==> config.mk <==
export PLATFORM = sky130hd
export DESIGN_NAME = noc_router_filereg_responder
export DESIGN_NICKNAME = d
export VERILOG_FILES = /design/src/rtl/noc_filereg_pkg.sv /design/src/rtl/noc_router_filereg_responder.sv
export SDC_FILE = /design/constraint.sdc
export NUM_CORES = 1
export LEC_CHECK = 0
export BUFFER_PORTS_ARGS = -buffer_cell sky130_fd_sc_hd__buf_2
export CAP_MARGIN = 25
export CELL_PAD_IN_SITES_DETAIL_PLACEMENT = 0
export CELL_PAD_IN_SITES_GLOBAL_PLACEMENT = 1
export CORE_AREA = 3 3 439 441
export DETAILED_ROUTE_END_ITERATION = 7
export DIE_AREA = 0 0 442 444
export GPL_TIMING_DRIVEN = 0
export PLACE_DENSITY_LB_ADDON = 0.1
export SETUP_SLACK_MARGIN = 0.4
export SLEW_MARGIN = 20
export SYNTH_ARGS = -nofsm -noshare
export SYNTH_HDL_FRONTEND = slang
export SYNTH_SLANG_ARGS = --single-unit
==> constraint.sdc <==
create_clock -name clk_network_i -period 1.99 [get_ports clk_network_i]
set_clock_uncertainty 0.05 [all_clocks]
set_input_delay 0.597 -clock clk_network_i [delete_from_list [all_inputs] [get_ports clk_network_i]]
set_output_delay 0.597 -clock clk_network_i [all_outputs]
set_load 0.01 [all_outputs]
==> src/rtl/noc_filereg_pkg.sv <==
// rtl/noc_filereg_pkg.sv - filereg request/response widths, field offsets and packed types
package noc_filereg_pkg;

  localparam int FILEREG_REQ_W = 39;
  localparam int FILEREG_RSP_W = 43;

  localparam int REQ_OP_BIT   = 38;
  localparam int REQ_ADDR_LSB = 32;
  localparam int REQ_DATA_LSB = 0;

  localparam int RSP_ERR_BIT  = 42;
  localparam int RSP_ADDR_LSB = 36;
  localparam int RSP_SEQ_LSB  = 32;
  localparam int RSP_DATA_LSB = 0;

  typedef enum logic {
    FILEREG_WRITE = 1'b0,
    FILEREG_READ  = 1'b1
  } filereg_op_e;

  typedef struct packed {
    filereg_op_e op;
    logic [5:0]  addr;
    logic [31:0] data;
  } filereg_req_t;

  typedef struct packed {
    logic        err;
    logic [5:0]  addr;
    logic [3:0]  seq;
    logic [31:0] data;
  } filereg_rsp_t;

endpackage

==> src/rtl/noc_router_filereg_responder.sv <==
// rtl/noc_router_filereg_responder.sv - router-side filereg endpoint: local config register file
// Writes land in one cycle; reads are answered with a registered, sequence-tagged response.
module noc_router_filereg_responder
  import noc_filereg_pkg::*;
#(
  parameter int                         NumRegisters = 16,
  parameter logic [NumRegisters-1:0]    ReadOnlyMask = 16'h8000,
  parameter logic [NumRegisters*32-1:0] ResetValues  = '0
) (
  input  logic                         clk_network_i,
  input  logic                         rst_network_ni,
  input  logic                         s_filereg_valid_i,
  output logic                         s_filereg_ready_o,
  input  logic [FILEREG_REQ_W-1:0]     s_filereg_data_i,
  output logic                         m_filereg_valid_o,
  input  logic                         m_filereg_ready_i,
  output logic [FILEREG_RSP_W-1:0]     m_filereg_data_o,
  input  logic [NumRegisters*32-1:0]   status_i,
  output logic [NumRegisters*32-1:0]   cfg_regs_o,
  output logic [NumRegisters-1:0]      cfg_wr_pulse_o,
  output logic [7:0]                   wr_err_count_o
);

  typedef enum logic {
    ST_IDLE = 1'b0,
    ST_RESP = 1'b1
  } state_e;

  state_e                    state_q, state_d;
  logic                      s_ready_q, s_ready_d;
  logic                      m_valid_q, m_valid_d;
  filereg_rsp_t              m_data_q, m_data_d;
  logic [3:0]                seq_q, seq_d;
  logic [7:0]                wr_err_count_q, wr_err_count_d;
  logic [NumRegisters-1:0]   cfg_wr_pulse_q, cfg_wr_pulse_d;
  logic [31:0]               regs_q [NumRegisters];
  logic [31:0]               regs_d [NumRegisters];

  filereg_req_t req;
  logic         accept;
  logic         addr_hit;
  logic         addr_ro;
  logic         wr_en;
  logic [31:0]  rd_word;

  always_comb begin
    req            = filereg_req_t'(s_filereg_data_i);
    accept         = s_filereg_valid_i && s_ready_q;
    state_d        = state_q;
    s_ready_d      = s_ready_q;
    m_valid_d      = m_valid_q;
    m_data_d       = m_data_q;
    seq_d          = seq_q;
    wr_err_count_d = wr_err_count_q;
    cfg_wr_pulse_d = '0;
    regs_d         = regs_q;
    addr_hit       = 1'b0;
    addr_ro        = 1'b0;
    wr_en          = 1'b0;
    rd_word        = '0;

    // Address decode; read-only slots return live status instead of storage.
    for (int i = 0; i < NumRegisters; i++) begin
      if (req.addr == 6'(i)) begin
        addr_hit = 1'b1;
        addr_ro  = ReadOnlyMask[i];
        rd_word  = ReadOnlyMask[i] ? status_i[i*32 +: 32] : regs_q[i];
      end
    end

    case (state_q)
      ST_IDLE: begin
        if (accept) begin
          if (req.op == FILEREG_READ) begin
            m_data_d.err  = !addr_hit;
            m_data_d.addr = req.addr;
            m_data_d.seq  = seq_q;
            m_data_d.data = addr_hit ? rd_word : 32'h0;
            m_valid_d     = 1'b1;
            s_ready_d     = 1'b0;
            state_d       = ST_RESP;
          end else if (addr_hit && !addr_ro) begin
            wr_en = 1'b1;
          end else if (wr_err_count_q != 8'hFF) begin
            wr_err_count_d = wr_err_count_q + 8'd1;
          end
        end
      end
      ST_RESP: begin
        if (m_filereg_ready_i) begin
          m_valid_d = 1'b0;
          seq_d     = seq_q + 4'd1;
          s_ready_d = 1'b1;
          state_d   = ST_IDLE;
        end
      end
      default: begin
        state_d   = ST_IDLE;
        s_ready_d = 1'b1;
        m_valid_d = 1'b0;
      end
    endcase

    for (int i = 0; i < NumRegisters; i++) begin
      if (wr_en && (req.addr == 6'(i))) begin
        regs_d[i]         = req.data;
        cfg_wr_pulse_d[i] = 1'b1;
      end
    end
  end

  always_ff @(posedge clk_network_i or negedge rst_network_ni) begin
    if (!rst_network_ni) begin
      state_q        <= ST_IDLE;
      s_ready_q      <= 1'b1;
      m_valid_q      <= 1'b0;
      m_data_q       <= '0;
      seq_q          <= '0;
      wr_err_count_q <= '0;
      cfg_wr_pulse_q <= '0;
      for (int i = 0; i < NumRegisters; i++) begin
        regs_q[i] <= ResetValues[i*32 +: 32];
      end
    end else begin
      state_q        <= state_d;
      s_ready_q      <= s_ready_d;
      m_valid_q      <= m_valid_d;
      m_data_q       <= m_data_d;
      seq_q          <= seq_d;
      wr_err_count_q <= wr_err_count_d;
      cfg_wr_pulse_q <= cfg_wr_pulse_d;
      regs_q         <= regs_d;
    end
  end

  always_comb begin
    cfg_regs_o = '0;
    for (int i = 0; i < NumRegisters; i++) begin
      cfg_regs_o[i*32 +: 32] = ReadOnlyMask[i] ? 32'h0 : regs_q[i];
    end
  end

  assign s_filereg_ready_o = s_ready_q;
  assign m_filereg_valid_o = m_valid_q;
  assign m_filereg_data_o  = m_data_q;
  assign cfg_wr_pulse_o    = cfg_wr_pulse_q;
  assign wr_err_count_o    = wr_err_count_q;

endmodule
### Word-level counts from Yosys, hierarchy flattened

Cells that the tools add are included.
W data, S select, Z words.

* $add $sub $neg: 2
* eq/ne operators: 19
* muxes and demuxes: 66
* bitwise logic cells: 3
* reductions and logical operators: 25

Operators with widths (count)
* $mux W32: 17
* $eq A6 B4 Y1 const B: 8
* $mux W1: 46
* $eq A6 B3 Y1 const B: 4
* $logic_and A1 B1 Y1: 18
* $eq A6 B2 Y1 const B: 2
* $add A8 B1 Y8 const B: 1
* $ne A8 B8 Y1 const B: 1
* $eq A6 B1 Y1 const B: 1
* $logic_not A6 Y1: 1
* $ne A2 B2 Y1 const B: 3
* $pmux W1 S2: 3
* $reduce_and A3 Y1: 2
* $reduce_and A5 Y1: 1
* $add A4 B1 Y4 const B: 1
* $not A1 Y1: 3
* $logic_not A1 Y1: 2
* $reduce_and A2 Y1: 1

* register bits: 554
* input port bits: 555
* output and inout port bits: 581
* word-level logic and storage cells: 140

### Longest topological paths before layout

Gate-level depths: netlist (run 1).

* depth in word-level cells: 24
* gate-level depth with buffers: 9
* mapped depth without buffers: 5

### Worst setup path before layout (run 1)

No wires, ideal clock.

* path kind: input -> register
* start point: input s_filereg_data_i[37]
* end point: register regs_q (netlist bit cfg_regs_o[194])
* setup time: 0.125 ns
* arrival: 2.388 ns
* data required time: 1.815 ns
* setup slack: -0.573 ns
* cell stages on the path: 8
* buffers on the path: 4
* path through: buf_2 or2_1 clkbuf_1 a311o_1 buf_6 nor3_4 buf_6 mux2_2

* longest elaborated chain between the ends: 23
* elaborated cells between the ends (all ways): 40
* those cells by class: eq/ne (15); mux (21); reduce/logical (4)

Ends and longest elaborated chain
* start: declaration: line noc_router_filereg_responder.sv:14 `input logic [FILEREG_REQ_W-1:0] s_filereg_data_i,`
* $logic_not A6 Y1: line noc_router_filereg_responder.sv:64 `if (req.addr == 6'(i)) begin`
* $mux W1 (16 in a row): line noc_router_filereg_responder.sv:64
* $logic_and A1 B1 Y1: line noc_router_filereg_responder.sv:82 `end else if (addr_hit && !addr_ro) begin`
* $mux W1: line noc_router_filereg_responder.sv:82
* $mux W1: line noc_router_filereg_responder.sv:74 `if (req.op == FILEREG_READ) begin`
* $mux W1: line noc_router_filereg_responder.sv:73 `if (accept) begin`
* $mux W1: line noc_router_filereg_responder.sv:71 `case (state_q)`
* $logic_and A1 B1 Y1 (*): line noc_router_filereg_responder.sv:105 `if (wr_en && (req.addr == 6'(i))) begin`
* end signal: indexed assignment: line noc_router_filereg_responder.sv:122 `regs_q[i] <= ResetValues[i*32 +: 32];`
* end signal: assignment: line noc_router_filereg_responder.sv:132 `regs_q <= regs_d;`
* end: declaration: line noc_router_filereg_responder.sv:36 `logic [31:0] regs_q [NumRegisters];`

Mark *: on every way between the ends. The rest lies on a longest branch, timed or not.
A chain may end at the register's enable or synchronous reset.

### Final worst setup path (run 1)

* start point: register s_ready_q (netlist: s_filereg_ready_o)
* end point: register regs_q (netlist bit cfg_regs_o[309])

* longest elaborated chain between the ends: 4

Ends and longest elaborated chain
* start: declaration: line noc_router_filereg_responder.sv:30 `logic s_ready_q, s_ready_d;`
* start signal: assignment: line noc_router_filereg_responder.sv:126 `s_ready_q <= s_ready_d;`
* $logic_and A1 B1 Y1: line noc_router_filereg_responder.sv:48 `accept = s_filereg_valid_i && s_ready_q;`
* $mux W1: line noc_router_filereg_responder.sv:73
* $mux W1: line noc_router_filereg_responder.sv:71
* $logic_and A1 B1 Y1: line noc_router_filereg_responder.sv:105

Every way passes these cells.

==> metrics list, run 1 <==
- The run finished, with violations left.
* Violated checks: negative hold slack, negative setup slack
* Sequential standard cell area: 13900 um2
- Core Area: 190000 um2
- Entering global routing, the biggest net connects 89 pins.
- Post-route DRC: 0
- Area occupied by multi-input gates: 12800 um2
- In the final routed layout, each cell accounts on average for 34.3 um.
* Worst IR drop on VDD: 521 uV
* Clock Latency Late Sink: 0.70 ns
- The via count of the first global-routing pass was 22400.
* Weighted congestion at the end of routability-driven global placement: 0.836
- In this run the critical register-to-register path is launched from s_filereg_ready_o$_DFFE_PN1P_.
* Unrepaired setup endpoints after global routing: true
- After detailed routing, the number of vias per cell comes to 3.94.
- The area growth from synthesis to layout is 58.2%.
* Largest area contributor in the synthesized netlist: sky130_fd_sc_hd__dfrtp_1
- End of the worst register-to-register path: cfg_regs_o[309]$_DFFE_PN0P_
- Global routing used 17.9% of the available tracks.
- The synthesized netlist occupies a cell area of 25700 um2.
- Root Buffer: sky130_fd_sc_hd__clkbuf_16
- For this run, the top clock speed supported by timing is 0.411 GHz.
- After synthesis, the share of flip-flops with an asynchronous set or reset is 100%.
- Number of buffers created by CTS: 81
- Setup slack on the worst reg-to-reg path comes out at -0.44 ns.
- Of the cells placed in the final design, the portion with a size suffix greater than 1 is 60.9%.
- First-pass iteration count of the detailed router: 5
* Period minus WS final: 2.43 ns
* Unique cell type count in the Yosys netlist: 62
- Cell type with the highest occurrence count on the critical path: sky130_fd_sc_hd__buf_12
- The worst setup path is captured at a flip-flop.
* Die Outline Area: 196000 um2
- Num rows: 160
- Wire length of the first global-routing pass: 233000 um
* Total grt overflow: 0
* Hold slack final: -0.257 ns
* Number of port buffers: 621
- Tightest Pin Transition: 1.11 ns
* Share of the synthesized area in the top cell type: 53.8%
* Design Power: 31.6 mW
* Maximum clock insertion buffer count: 3
* Total of max-cap violations: 0
* Post-Place Setup Slack: -2.34 ns
- The final route contains 21400 vias.
- In this run, synthesis inferred 0 flip-flops with an integrated enable.
- For this configuration, the core starts out at a cell density of 13.6%.
- Critical path peak fanout: 10
- Synthesis handed over a netlist of 1930 instances.
- Combined buffer and inverter count along the critical path: 4
* Worst-path clk slew: 0.05 ns
* H-tree depth: 3
- Primary flip-flop cell chosen by synthesis mapping: sky130_fd_sc_hd__dfrtp_1
* Pwr dens: 776 nW/um2
* Critical path cell sequence: nand4_1, buf_6, a311o_2, buf_12, nor3_4, buf_12, buf_16, mux2_4
* Top cells by area in the synthesized netlist: sky130_fd_sc_hd__dfrtp_1, sky130_fd_sc_hd__mux2_2, sky130_fd_sc_hd__mux4_2
- Ys Warns: 0
- Setup Crit Path Kind: reg2reg
- Arrival time of the worst setup path: 2.94 ns
- Critical path's slowest cell: sky130_fd_sc_hd__dfstp_2
- The routed design has 186000 um of wire.
- In this run the horizontal extent of the chip is 442 um.
* Startpoint type of the worst setup path: flip-flop
* Largest stage delay on the critical path: 0.53 ns
- Count of final setup violators: 541
* Number of hold violations in the final report: 43
- Share of synthesized area occupied by flip-flops and latches: 53.9%
- Starting DRT DRC Count: 1177
* TritonCTS clock tree: done
- Broken down by cell family, the worst path's largest delay share belongs to buffers and inverters.
* Final worst-path setup slack: -0.440 ns
- The min-delay analysis places its worst path in the category in2async.
- Fill cells in the final layout number 20500.
* Synthesized area divided by synthesized cell count: 13.3 um2
* Worst relative slew slack: 26.2%
- Detailed placement finished with a half-perimeter wire length of 142000 um.
- After the last flow step, the layout net total stands at 3405.
- Cells fill 21.5% of the core in the end.
* Height of the die: 444 um
* Num Clock Sinks: 554
- During I/O placement, the number of pins put on the boundary was 1136.
- Pins Over Slew Limit: 0
- FF+latch count, synth: 554
- Antenna violation net count after detailed routing: 0
- In this run the static leakage power is 19.8 nW.
- Final period utilization: 122%
- Length in cells of the worst reg-to-reg path: 8
- The number of antenna violations at the first check in global routing came to 23.
- STA puts the critical path data required time at 2.50 ns.
==> how the worst max path moves through the flow <==
stage                                             start                          endpoint  slack [ns]  cells past startpoint
after floorplan                    s_filereg_data_i[37]       cfg_regs_o[194]$_DFFE_PN0P_       -0.50                      8
after global placement                   rst_network_ni      cfg_wr_pulse_o[15]$_DFF_PN0_      -13.06                      1
after detailed placement           s_filereg_data_i[32]  m_filereg_data_o[21]$_DFFE_PN0P_       -2.34                     10
after CTS                   cfg_regs_o[123]$_DFFE_PN0P_  m_filereg_data_o[27]$_DFFE_PN0P_       -0.41                      5
after global routing      s_filereg_ready_o$_DFFE_PN1P_       cfg_regs_o[309]$_DFFE_PN0P_       -0.48                      8
final                     s_filereg_ready_o$_DFFE_PN1P_       cfg_regs_o[309]$_DFFE_PN0P_       -0.44                      8
==> repair_timing <==
item | CTS | global route
cloned | 18 | 22
pin swaps | 57 | 36
setup buffers | 86 | 42
setup endpoints to repair | 1211 | 1256
gates resized for setup | 443 | 290
hold endpoints to repair | 43 | 43
==> through the flow <==
step / instances / TNS, ns / hold WS (ns) / instance area [um2]
floorplan: 1962 / -190.64 / 0.251 / 26300
global placement: 5094 / -8024.60 / 0.408 / 32600
detailed placement: 5107 / -905.33 / 0.408 / 32900
CTS: 5356 / -137.23 / -0.263 / 38600
global route: 5427 / -190.72 / -0.269 / 40600
finish: 5435 / -158.44 / -0.257 / 40700
==> synthesized netlist by cell type (17+ instances only) <==
library cell,number
sky130_fd_sc_hd__mux2_2,514
sky130_fd_sc_hd__mux2i_1,46
sky130_fd_sc_hd__dfrtp_1,553
sky130_fd_sc_hd__clkbuf_1,93
sky130_fd_sc_hd__mux4_2,33
sky130_fd_sc_hd__o22ai_1,26
sky130_fd_sc_hd__nand3_1,65
sky130_fd_sc_hd__buf_4,54
sky130_fd_sc_hd__o221a_2,18
sky130_fd_sc_hd__a221o_1,26
sky130_fd_sc_hd__nand4_1,19
sky130_fd_sc_hd__o21ai_0,60
sky130_fd_sc_hd__nand2_1,92
sky130_fd_sc_hd__nor2_1,30
sky130_fd_sc_hd__o221ai_1,29
sky130_fd_sc_hd__a32oi_1,24
sky130_fd_sc_hd__buf_2,32
sky130_fd_sc_hd__o211ai_1,17
sky130_fd_sc_hd__a22oi_1,29
==> layout by cell type, fill, tap and decap left out, types with 21 or more instances in the layout <==
cell type / count
sky130_fd_sc_hd__nand2_1: 82
sky130_fd_sc_hd__conb_1: 33
sky130_fd_sc_hd__clkbuf_2: 21
sky130_fd_sc_hd__nor2_1: 21
sky130_fd_sc_hd__o21ai_0: 48
sky130_fd_sc_hd__clkbuf_16: 110
sky130_fd_sc_hd__a221o_1: 26
sky130_fd_sc_hd__clkbuf_8: 22
sky130_fd_sc_hd__mux2_4: 290
sky130_fd_sc_hd__buf_2: 624
sky130_fd_sc_hd__nand3_1: 65
sky130_fd_sc_hd__dfrtp_1: 553
sky130_fd_sc_hd__o22ai_1: 26
sky130_fd_sc_hd__mux2_2: 228
sky130_fd_sc_hd__mux4_2: 33
sky130_fd_sc_hd__buf_12: 67
sky130_fd_sc_hd__mux2i_1: 46
sky130_fd_sc_hd__a22oi_1: 29
sky130_fd_sc_hd__buf_16: 32
sky130_fd_sc_hd__buf_6: 45
sky130_fd_sc_hd__clkbuf_1: 56
sky130_fd_sc_hd__buf_4: 115
==> registers in the layout, indices dropped and copies added, names as in the netlist <==
| register | flops |
|---|---|
| cfg_regs_o | 480 |
| cfg_wr_pulse_o | 16 |
| s_filereg_ready_o | 1 |
| wr_err_count_o | 8 |
| m_filereg_valid_o | 1 |
| state_q | 1 |
| seq_q | 4 |
| m_filereg_data_o | 43 |
==> final cells by class <==
cell class	count	area share (%)
inverters	8	0.0738
clock buffers	116	5.76
flip-flops and latches	554	34.1
multi-input cells	1194	31.6
repair buffers	803	14.3
plain buffers	206	5.59
diodes	14	0.0861
well taps	2511	7.73
clock inverters	29	0.775
==> routing by layer <==
layer	up-vias	share of wire (%)	wire length, um	global-route usage, %
li1	9026	-	-	-
met1	11500	38	70000	19.7
met2	657	52	96500	32.3
met3	268	4.0	7380	2.96
met4	0	6.7	12600	10.3
met5	-	0	0	0
==> report_power, final <==
part	total (mW)	switching, mW	internal [mW]
Combinational	4.27	2.57	1.70
Sequential	12.4	0.498	11.9
Clock	14.9	6.02	8.93
Total	31.6	9.08	22.5
==> cell families after synthesis <==
family	share of synthesized area, %
AOI/OAI and AO/OA	8.74
xor gates and xnor gates	0.341
adders and majority gates	0.0973
buffers and inverters	4.45
DFF	53.9
muxes	27.4
other	0.0146
and+or+nand+nor	5.02
Note: power is estimated with default switching activity, not from simulation.
==> inputs of run 2 (changes only) <==
--- a/config.mk
+++ b/config.mk
@@ -13,7 +13,7 @@
 export DETAILED_ROUTE_END_ITERATION = 7
 export DIE_AREA = 0 0 442 444
 export GPL_TIMING_DRIVEN = 0
-export PLACE_DENSITY_LB_ADDON = 0.1
+export PLACE_DENSITY_LB_ADDON = 0.2
 export SETUP_SLACK_MARGIN = 0.4
 export SLEW_MARGIN = 20
 export SYNTH_ARGS = -nofsm -noshare
==> run 2 against run 1 <==
Against the previous run: the flow still finishes with violations (negative hold slack, negative setup slack); register-to-register slack better by 0.04 ns; final cell count is 2.0% higher; final area is 0.61% higher; flip-flop and latch count stayed put; total power is 0.60% lower.
==> metrics list, run 2 (synthesis gave the netlist of run 1 again) <==
- The run finished, with violations left.
* Violated checks: negative hold slack, negative setup slack
- The number of I/O port buffers was 621 (unchanged).
- The smallest hold slack was -0.161 ns (+0.0956 ns).
- Clock Latency Late Sink: 0.70 ns (about the same)
- Share of the core filled with cells in the final layout: 21.6% (+0.13 points)
- The pin count of the biggest net entering global routing was 86 (-3.4%).
* Via count of the first global-routing pass: 21000 (-6.4%)
* Unrepaired setup endpoints after global routing: true
- Data required time at the worst endpoint: 2.52 ns (+0.02 ns)
- The floorplan row count is 160 (unchanged).
* Cell area after layout: 40900 um2 (+0.61%)
- The global-route met2 utilization came to 31.9% (-0.46 points).
- The detailed-routing iteration count for the pre-antenna-repair pass was 5 (unchanged).
- Commonest non-fill, non-tap cell in the layout: sky130_fd_sc_hd__dfrtp_1
- The overflow left after global routing came to 0 (unchanged).
- The placement-stage worst setup slack came to -2.14 ns (+0.192 ns).
- Antenna violation net count after detailed routing: 0 (unchanged)
- The maximum fanout along the worst path is 10 (unchanged).
- The number of remaining DRC errors came to 0 (unchanged).
- Total Wirelength: 179000 um (-4.2%)
- STA classifies the critical path startpoint as a flip-flop.
* Height of the die: 444 um (unchanged)
- The number of CTS-inserted buffers was 78 (-3.7%).
- The total clock sinks is 554 (unchanged).
* Maximum clock insertion buffer count: 3 (unchanged)
* Count of final setup violators: 516 (-4.6%)
* H-tree depth: 3 (unchanged)
- Area occupied by multi-input gates: 12000 um2 (-6.6%)
* Avg WL per Cell: 32.2 um (-6.1%)
* Commonest non-fill, non-tap cells in the layout: sky130_fd_sc_hd__dfrtp_1, sky130_fd_sc_hd__buf_2, sky130_fd_sc_hd__mux2_2
- TritonCTS clock tree: done
- The worst setup path is captured at a flip-flop.
* Initial antenna violation count: 27 (+17%)
* Growth of design area from synthesis to finish: 59.1%
- Core Area: 190000 um2 (unchanged)
* Number of hold violations in the final report: 67 (+56%)
* Wire length of the first global-routing pass: 221000 um (-4.9%)
- Final worst-path setup slack: -0.396 ns (+0.0439 ns)
* Sequential standard cell area: 13900 um2 (+0.19%)
- Final net count: 3511 (+3.1%)
- The fill cell total of the finished layout is 20500 (+0.15%).
- Ratio of routed vias to standard cells: 3.87 (-1.8%)
* Pins Over Slew Limit: 0 (unchanged)
* Via total after detailed routing: 21500 (+0.20%)
* Worst IR drop on VDD: 513 uV (-1.6%)
- Period minus WS final: 2.39 ns (-0.0439 ns)
- Dpl hpwl: 139000 um (-1.8%)
* Root Buffer: sky130_fd_sc_hd__clkbuf_16
- X dimension of the die: 442 um (unchanged)
- The share of cells above drive strength 1 is 62.9% (+2.0 points).
- Overall global routing resource usage: 17.0% (-0.85 points)
* Met3 demand-to-capacity share in global routing: 2.66% (-0.30 points)
- Setup Crit Path Kind: reg2reg
- Weighted congestion at the end of routability-driven global placement: 0.828 (-0.96%)
- The power density over cell area came to 767 nW/um2 (-1.2%).
* Post-Route Setup TNS: -125.60 ns (+32.84 ns)
- Worst-path clk slew: 0.05 ns (about the same)
- The slew at the pin with the worst max-slew slack came to 1.08 ns (-0.0311 ns).
- In this run the worst hold path is classified as in2async.
- The leakage power total came to 20.0 nW (+1.4%).
- Standard cell area after detailed placement: 32800 um2 (about the same)
* Number of I/O pins: 1136 (unchanged)
* Total of max-cap violations: 0 (unchanged)
- Starting utilization of the core area: 13.6% (unchanged)
- The achievable frequency came to 0.419 GHz (+1.8%).
- Arrival time of the worst setup path: 2.91 ns (-0.03 ns)
- Final period utilization: 120% (-2.2 points)
- Largest register FFs: 480 (unchanged)
* Met1 Track Usage GR: 19.0% (-0.68 points)
- The die outline area came to 196000 um2 (unchanged).
* Global route hottest layer: met2
- Starting DRT DRC Count: 1326 (+13%)
- The max-slew headroom at the worst pin is 28.3% (+2.1 points).
[run 2: cell count changes in the layout (fill, tap and decap cells not counted), sizes merged]
| cell | delta |
|---|---|
| clkbuf | -2 |
| clkinvlp | +1 |
| buf | +119 |
| bufinv | -3 |
| clkinv | -8 |
| diode | +3 |
[run 2: per-stage QoR]
stage	power [mW]	cells
6_report	31.4	5545
5_1_grt	32.6	5537
4_1_cts	31.5	5289
3_5_place_dp	16.3	5105
3_3_place_gp	16.2	5094
2_1_floorplan	14.0	1962
[run 2: final timing paths]
kind,from,endpoint,slack [ns],depth (start not counted)
worst max-delay path,s_filereg_ready_o$_DFFE_PN1P_,cfg_regs_o[311]$_DFFE_PN0P_,-0.40,8
worst min-delay path,rst_network_ni,cfg_regs_o[405]$_DFFE_PN0P_,-0.16,1
worst max register to register,s_filereg_ready_o$_DFFE_PN1P_,cfg_regs_o[311]$_DFFE_PN0P_,-0.40,8
worst min register to register,seq_q[3]$_DFFE_PN0P_,seq_q[3]$_DFFE_PN0P_,0.41,1
max in group asynchronous,rst_network_ni,cfg_wr_pulse_o[9]$_DFF_PN0_,0.51,4
min in group clk_network_i,m_filereg_ready_i,state_q$_DFF_PN0_,0.10,2
[run 2: layout make-up]
type                       count  area share (%)
sequential                   554            33.9
multi-input combinational   1194            29.3
timing repair buffer         912            17.2
tap                         2511            7.68
clock buffer                 124            5.89
buffer                       206            5.28
clock inverter                19           0.517
antenna                       17           0.104
inverter                       8          0.0734
[run 2: what timing repair did]
item,in CTS,in global routing
buffers inserted,36,223
pin swaps,24,70
gates resized for setup,272,634
endpoints found under the hold margin,67,67
endpoints found under the setup margin,1098,1145
gates cloned,5,16
[run 2: routing by layer]
layer	vias to the layer above	wire, um
met5	-	0
met4	0	8820
met3	236	6440
met2	615	96500
met1	11400	66900
li1	9236	-
[run 2: critical path, stage by stage, from the launching register on]
cell	delay, ns
sky130_fd_sc_hd__dfstp_2	0.54
sky130_fd_sc_hd__nand4_1	0.09
sky130_fd_sc_hd__buf_6	0.16
sky130_fd_sc_hd__a311o_1	0.33
sky130_fd_sc_hd__buf_12	0.19
sky130_fd_sc_hd__nor3_4	0.20
sky130_fd_sc_hd__buf_12	0.17
sky130_fd_sc_hd__buf_12	0.18
sky130_fd_sc_hd__mux2_4	0.31
[run 2: report_power, final]
group / switching (mW) / internal, mW
Sequential: 0.481 / 11.9
Clock: 6.04 / 8.68
Combinational: 2.56 / 1.75
Total: 9.08 / 22.3
